[config.mk]
export PLATFORM = sky130hd
export DESIGN_NAME = instr_fetch_unit_flat
export DESIGN_NICKNAME = d
export VERILOG_FILES = /design/src/rtl/instr_fetch_unit_pkg.sv /design/src/rtl/instr_fetch_unit_if.sv /design/src/rtl/instr_fetch_unit_fifo.sv /design/src/rtl/instr_fetch_unit.sv /design/src/flat_wrapper.sv
export SDC_FILE = /design/constraint.sdc
export NUM_CORES = 1
export LEC_CHECK = 0
export ABC_AREA = 1
export BUFFER_PORTS_ARGS = -buffer_cell sky130_fd_sc_hd__buf_2
export CORE_UTILIZATION = 50
export CTS_CLUSTER_SIZE = 40
export DETAILED_ROUTE_END_ITERATION = 6
export PLACE_DENSITY = 0.8
export REMOVE_ABC_BUFFERS = 1
export SKIP_LAST_GASP = 1
export SLEW_MARGIN = 5
export SYNTH_ARGS = -nofsm -noshare
export SYNTH_HDL_FRONTEND = slang
export SYNTH_HIERARCHICAL = 1
export SYNTH_SLANG_ARGS = --single-unit
[constraint.sdc]
create_clock -name clk_i -period 5 [get_ports clk_i]
set_input_delay 0.75 -clock clk_i [delete_from_list [all_inputs] [get_ports clk_i]]
set_output_delay 0.75 -clock clk_i [all_outputs]
set_load 0.01 [all_outputs]
[src/rtl/instr_fetch_unit_pkg.sv]
// Shared types and constants for the instruction fetch stage.
package rv_fetch_pkg;

  localparam logic [31:0] NOP_INSTR        = 32'h0000_0013;
  localparam logic [31:0] DEFAULT_RESET_PC = 32'h0000_0000;

  typedef struct packed {
    logic [31:0] pc;
    logic [31:0] instr;
  } fetch_entry_t;

  typedef enum logic [1:0] {
    FETCH = 2'd0,
    HOLD  = 2'd1,
    TRAP  = 2'd2
  } fetch_state_t;

  function automatic logic [31:0] pc_plus4(input logic [31:0] pc);
    return pc + 32'd4;
  endfunction

endpackage

[src/rtl/instr_fetch_unit_if.sv]
// Fetch-to-decode valid/ready channel carrying {pc, instr} and pc+4.
interface instr_fetch_unit_if;
  logic        if_valid;
  logic        if_ready;
  logic [31:0] if_instr;
  logic [31:0] if_pc;
  logic [31:0] if_pc_plus4;

  modport master (output if_valid, if_instr, if_pc, if_pc_plus4, input if_ready);
  modport slave  (input if_valid, if_instr, if_pc, if_pc_plus4, output if_ready);
endinterface

[src/rtl/instr_fetch_unit_fifo.sv]
// Small synchronous FIFO of fetch entries; flush wins over push and pop.
module fetch_fifo
  import rv_fetch_pkg::*;
#(
  parameter  int DEPTH = 2,
  localparam int AW    = $clog2(DEPTH),
  localparam int CW    = AW + 1
) (
  input  logic         clk_i,
  input  logic         rst_i,
  input  logic         push_i,
  input  logic         pop_i,
  input  logic         flush_i,
  input  fetch_entry_t wdata_i,
  output fetch_entry_t rdata_o,
  output logic         full_o,
  output logic         empty_o,
  output logic [CW-1:0] count_o
);

  fetch_entry_t   mem_q [DEPTH];
  logic [AW-1:0]  rd_ptr_q, rd_ptr_d;
  logic [AW-1:0]  wr_ptr_q, wr_ptr_d;
  logic [CW-1:0]  count_q, count_d;
  logic           do_push, do_pop;

  assign full_o  = (count_q == CW'(DEPTH));
  assign empty_o = (count_q == '0);
  assign count_o = count_q;
  assign rdata_o = mem_q[rd_ptr_q];

  assign do_push = push_i & ~flush_i;
  assign do_pop  = pop_i & ~empty_o & ~flush_i;

  always_comb begin
    rd_ptr_d = rd_ptr_q;
    wr_ptr_d = wr_ptr_q;
    count_d  = count_q;
    if (flush_i) begin
      rd_ptr_d = '0;
      wr_ptr_d = '0;
      count_d  = '0;
    end else begin
      if (do_push) wr_ptr_d = wr_ptr_q + 1'b1;
      if (do_pop)  rd_ptr_d = rd_ptr_q + 1'b1;
      count_d = count_q + CW'(do_push) - CW'(do_pop);
    end
  end

  always_ff @(posedge clk_i) begin
    if (rst_i) begin
      rd_ptr_q <= '0;
      wr_ptr_q <= '0;
      count_q  <= '0;
    end else begin
      rd_ptr_q <= rd_ptr_d;
      wr_ptr_q <= wr_ptr_d;
      count_q  <= count_d;
    end
  end

  // Storage needs no reset: count gates what is ever read out.
  always_ff @(posedge clk_i) begin
    if (do_push) mem_q[wr_ptr_q] <= wdata_i;
  end

endmodule

[src/rtl/instr_fetch_unit.sv]
// Fetch stage: PC register, next-PC mux, fetch FSM and buffered {pc, instr} to decode.
//  state | meaning
//  FETCH | issuing one fetch per cycle while the buffer has room
//  HOLD  | halted; PC frozen, buffer drains to decode
//  TRAP  | misaligned redirect seen; idle until reset or aligned redirect
module instr_fetch_unit
  import rv_fetch_pkg::*;
#(
  parameter logic [31:0] RESET_PC   = DEFAULT_RESET_PC,
  parameter int          FIFO_DEPTH = 2
) (
  input  logic                       clk_i,
  input  logic                       rst_i,
  output logic [31:0]                imem_addr_o,
  input  logic [31:0]                imem_instr_i,
  input  logic                       redirect_valid_i,
  input  logic [31:0]                redirect_pc_i,
  input  logic                       halt_i,
  output logic                       fetch_misaligned_o,
  instr_fetch_unit_if.master         dec
);

  localparam int CW = $clog2(FIFO_DEPTH) + 1;

  fetch_state_t   state_q, state_d;
  logic [31:0]    pc_q, pc_d;
  logic           misaligned_q, misaligned_d;

  logic           fire, pop, room, head_valid;
  logic           buf_full, buf_empty;
  logic [CW-1:0]  buf_count;
  fetch_entry_t   head, push_entry;

  assign head_valid = (buf_count != '0);
  assign pop        = head_valid & dec.if_ready;
  assign room       = ~buf_full | pop;
  assign push_entry = '{pc: pc_q, instr: imem_instr_i};

  fetch_fifo #(.DEPTH(FIFO_DEPTH)) u_fifo (
    .clk_i   (clk_i),
    .rst_i   (rst_i),
    .push_i  (fire),
    .pop_i   (pop),
    .flush_i (redirect_valid_i),
    .wdata_i (push_entry),
    .rdata_o (head),
    .full_o  (buf_full),
    .empty_o (buf_empty),
    .count_o (buf_count)
  );

  always_comb begin
    state_d      = state_q;
    pc_d         = pc_q;
    misaligned_d = misaligned_q;
    fire         = 1'b0;
    if (redirect_valid_i) begin
      pc_d = redirect_pc_i;
      if (redirect_pc_i[1:0] == 2'b00) begin
        misaligned_d = 1'b0;
        state_d      = halt_i ? HOLD : FETCH;
      end else begin
        misaligned_d = 1'b1;
        state_d      = TRAP;
      end
    end else begin
      unique case (state_q)
        FETCH: begin
          fire = room;
          if (room)   pc_d    = pc_plus4(pc_q);
          if (halt_i) state_d = HOLD;
        end
        HOLD:    if (!halt_i) state_d = FETCH;
        TRAP:    state_d = TRAP;
        default: state_d = FETCH;
      endcase
    end
  end

  always_ff @(posedge clk_i) begin
    if (rst_i) begin
      state_q      <= FETCH;
      pc_q         <= RESET_PC;
      misaligned_q <= 1'b0;
    end else begin
      state_q      <= state_d;
      pc_q         <= pc_d;
      misaligned_q <= misaligned_d;
    end
  end

  assign imem_addr_o        = pc_q;
  assign fetch_misaligned_o = misaligned_q;

  assign dec.if_valid    = head_valid;
  assign dec.if_instr    = buf_empty ? NOP_INSTR : head.instr;
  assign dec.if_pc       = buf_empty ? 32'h0    : head.pc;
  assign dec.if_pc_plus4 = pc_plus4(dec.if_pc);

endmodule
[src/flat_wrapper.sv]
// flat-port wrapper written by rule: the top's interface ports become plain ports
module instr_fetch_unit_flat import rv_fetch_pkg::*;
#(
  parameter logic [31:0] RESET_PC   = DEFAULT_RESET_PC,
  parameter int          FIFO_DEPTH = 2
)
  (clk_i, rst_i, imem_addr_o, imem_instr_i, redirect_valid_i, redirect_pc_i, halt_i, fetch_misaligned_o, dec_if_valid, dec_if_instr, dec_if_pc, dec_if_pc_plus4, dec_if_ready);
  instr_fetch_unit_if dec_i ();
  input  logic clk_i;
  input  logic rst_i;
  output logic [31:0] imem_addr_o;
  input  logic [31:0] imem_instr_i;
  input  logic redirect_valid_i;
  input  logic [31:0] redirect_pc_i;
  input  logic halt_i;
  output logic fetch_misaligned_o;
  output wire logic [$bits(dec_i.if_valid)-1:0] dec_if_valid;
  output wire logic [$bits(dec_i.if_instr)-1:0] dec_if_instr;
  output wire logic [$bits(dec_i.if_pc)-1:0] dec_if_pc;
  output wire logic [$bits(dec_i.if_pc_plus4)-1:0] dec_if_pc_plus4;
  input wire logic [$bits(dec_i.if_ready)-1:0] dec_if_ready;
  assign dec_if_valid = dec_i.if_valid;
  assign dec_if_instr = dec_i.if_instr;
  assign dec_if_pc = dec_i.if_pc;
  assign dec_if_pc_plus4 = dec_i.if_pc_plus4;
  assign dec_i.if_ready = dec_if_ready;
  instr_fetch_unit #(.RESET_PC(RESET_PC), .FIFO_DEPTH(FIFO_DEPTH)) u_core (.clk_i(clk_i), .rst_i(rst_i), .imem_addr_o(imem_addr_o), .imem_instr_i(imem_instr_i), .redirect_valid_i(redirect_valid_i), .redirect_pc_i(redirect_pc_i), .halt_i(halt_i), .fetch_misaligned_o(fetch_misaligned_o), .dec(dec_i));
endmodule
==> metrics.md <==
| Metric | Value |
|---|---|
| CTS Buf Count | `17` |
| Footprint of the multi-input gates | `3550 sq um` |
| Post-Syn Area per Cell | `9.95 sq um` |
| Top cell type's share of synthesized area | `0.433` |
| Final setup TNS | `0 ps` |
| Clock power frac | `0.407` |
| P_int | `2.34 mW` |
| Worst path arrival time | `2750 ps` |
| Clock slew seen by the registers of the worst setup and hold paths | `70 ps` |
| GRT Residual Overflow | `0` |
| Number of flops mapped to enable cells by yosys | `around 130` |
| Most used cell, CP | `inv_1` |
| First-pass iteration count of the detailed router | `6` |
| CTS tree | `done` |
| Worst Setup Start Kind | `register` |
| Mapped Area | `approximately 8900 sq um` |
| Most frequent cell after synthesis | `nand2_1` |
| Via/cell ratio | `5.13` |
| Combinational share of power | `0.085` |
| ANT nets after route | `0` |
| Final nets | `1161` |
| Fill count | `~1400` |
| DP Area | `9990 sq um` |
| R2r startpoint | `u_core/u_fifo/count_o[0]` |
| Status | `finished clean` |
| Initial drt markers | `627` |
| Largest net degree at the start of global routing | `66` |
| Reg area | `4650 sq um` |
| Flops & latches, synth | `168` |
| Die X | `135 um` |
| Post-synth top cells | `184 x nand2_1, 134 x nor2_1, 128 x edfxtp_1, 111 x inv_1, 60 x mux2_4` |
| Routed WL | `21.3 mm` |
| Kind of critical path | `register to output port` |
| Sw Share | `0.259` |
| Fin Hold WS | `slightly below 500 ps` |
| Final setup vio count | `0` |
| CP required | `4250 ps` |
| Fmax | `between 0.2 and 0.3 GHz` |
| FP Rows | `48` |
| # hold bufs at CTS | `0` |
| Main synth FF type | `edfxtp_1` |
| Slowest-stage cell, CP | `dfxtp_4` |
| Async set-reset flop share out of synthesis | `0` |
| Root Buffer | `clkbuf_16` |
| Tcrit/Tclk final | `0.701` |
| CP Capture Type | `output port` |
| Die ar. | `18300 sq um` |
| Crit-path max cell delay | `710 ps` |
| RD Place Congestion | `0.925` |
| DRC violations left | `0` |
| Gate Count Post-Synth | `slightly below 900` |
| Layout cells sized above 1 | `0.322` |
| Final hold vios | `0` |
| Htree depth | `4` |
| Yosys cell types | `43` |
| Max-Cap Viols | `0` |
| Setup slack at placement | `1920 ps` |
| Fin cells | `approximately 1300` |
| GRT Overall Usage | `0.234` |
| Crit-path cells | `mux2_4, inv_1, nor2_1, ha_1, nand3_1, inv_1, nand2_1, nor3_2, xor2_1, buf_2` |
| IO Port Bufs | `198` |
| Post-DR wirelength/cell | `around 16 um` |
| CTS max path bufs | `2` |
| DP Cell Count | `1294` |
| Slew HR | `0.491` |
| Max VDD drop | `0.232 mV` |
| Largest cells by area after synthesis | `edfxtp_1 43%, mux2_4 10%, dfxtp_1 9.0%` |
| Post-route cell area | `between 10000 and 15000 sq um` |
| Vias in the first global route | `6406` |
| First-pass GRT wire length | `32.5 mm` |
| Pwr/cell area | `between 200 and 300 nW/um^2` |
| Die height | `135 um` |
| Ports | `around 200` |
| Post-CTS Setup Inserts | `0` |
| Hold path start | `u_core/fetch_misaligned_o` |
| RSZ-0062 raised after global routing | `false` |
| HP Class | `register to register` |
| Fin. max-slew vios | `0` |
| Syn. warnings | `6` |
| P&R area growth vs syn | `19.6%` |
| Tightest Pin Transition | `762 ps` |
| Crit path max fanout | `31` |
| Switching Power | `0.819 mW` |
| Leading area contributor after synthesis | `edfxtp_1` |
| Post-layout minimum cycle time | `3500 ps` |
| Core area | `~17000 sq um` |
| Fin worst setup slack | `between 1000 and 1500 ps` |
| Initial Util | `0.513` |
| Total number of vias | `6823` |
| Post_cts resized | `0` |
| CTS sink cnt | `around 170` |
| Fin Clk Skew | `~12 ps` |
| Worst-Skew Late Latency | `between 400 and 500 ps` |
| Static Leak | `around 4.6 nW` |
| Flop pwr share | `0.509` |
| Antenna violations before repair | `3` |
| Hpwl dp | `15.2 mm` |
| Seq/Total Area, Yosys | `0.524` |
[path summary, 6_finish.rpt]
kind | end | slack, ps | depth (start not counted)
worst min-delay path | u_core/fetch_misaligned_o | 490 | 2
worst max-delay path | dec_if_pc_plus4[26] | 1500 | 10
worst max register to register | u_core/u_fifo/mem_q[0][60] | 2240 | 10
worst min register to register | u_core/fetch_misaligned_o | 490 | 2
[metrics by stage]
| step | power (mW) | utilization |
|---|---|---|
| floorplan | 1.78 | - |
| detailed placement | 1.90 | 0.577 |
| global route | 3.27 | 0.613 |
| CTS | 3.18 | 0.612 |
| global placement | 1.90 | 0.577 |
| finish | 3.16 | 0.613 |
[cell usage in the layout, fill, tap and decap left out, types with 5 or more instances in the layout]
| master | instances |
|---|---|
| nor3_2 | 8 |
| a31oi_1 | 6 |
| a21oi_1 | 23 |
| xnor2_1 | 6 |
| a22oi_1 | 7 |
| mux2_4 | 60 |
| nor2_2 | 9 |
| buf_4 | 5 |
| nor2_1 | 131 |
| nor2_4 | 15 |
| inv_8 | 6 |
| dfxtp_1 | 39 |
| nand3_1 | 44 |
| clkbuf_16 | 17 |
| nand2_1 | 184 |
| nor3_1 | 5 |
| buf_2 | 198 |
| o21ai_0 | 10 |
| edfxtp_1 | 128 |
| clkinv_8 | 5 |
| nand4_1 | 9 |
| nand2_2 | 8 |
| xor2_1 | 25 |
| inv_1 | 111 |
[power by group through the flow]
| stage | Sequential [mW] | Clock, mW | Combinational, mW |
|---|---|---|---|
| floorplan | 1.63 | 0 | 0.147 |
| global placement | 1.63 | 0 | 0.261 |
| detailed placement | 1.64 | 0 | 0.266 |
| CTS | 1.61 | 1.30 | 0.267 |
| global route | 1.61 | 1.36 | 0.293 |
| finish | 1.61 | 1.29 | 0.267 |
[state kept, by name, summed over array words and instances (netlist names), named ones only]
signal / cells
u_core/u_fifo/mem_q: 128
u_core/imem_addr_o: 32
u_core/state_q: 2
u_core/u_fifo/count_o: 2
u_core/fetch_misaligned_o: 1
u_core/u_fifo/rd_ptr_q: 1
u_core/u_fifo/wr_ptr_q: 1
[cells by family after synthesis]
group / share of synthesized area
simple gates: 0.217
buf+inv: 0.0787
xor+xnor: 0.0306
compound gates: 0.0380
flops: 0.524
mux: 0.107
fa+ha+maj: 0.00564
[layout make-up]
cell class              instances  share of cell area
diodes                          3            0.000708
clock buffers                  17              0.0401
clock inverters                15              0.0170
inverters                     116              0.0418
multi-input cells             580               0.335
flip-flops and latches        168               0.438
well taps                     225              0.0266
repair buffers                205               0.101
[metal layers]
| metal | share of wire | up-vias | global-route usage |
|---|---|---|---|
| li1 | - | 3323 | - |
| met1 | 0.42 | 3166 | 0.308 |
| met5 | 0 | - | 0 |
| met2 | 0.49 | 297 | 0.387 |
| met4 | 0.022 | 0 | 0.0986 |
| met3 | 0.066 | 37 | 0.0344 |
[worst max-delay path: cells and delay by family (launching register included)]
kind	cells	cell delay, ps
flops	1	710
simple gates	4	630
mux	1	260
buf+inv	3	320
fa+ha+maj	1	230
xor+xnor	1	150
(Power assumes the default switching activity.)
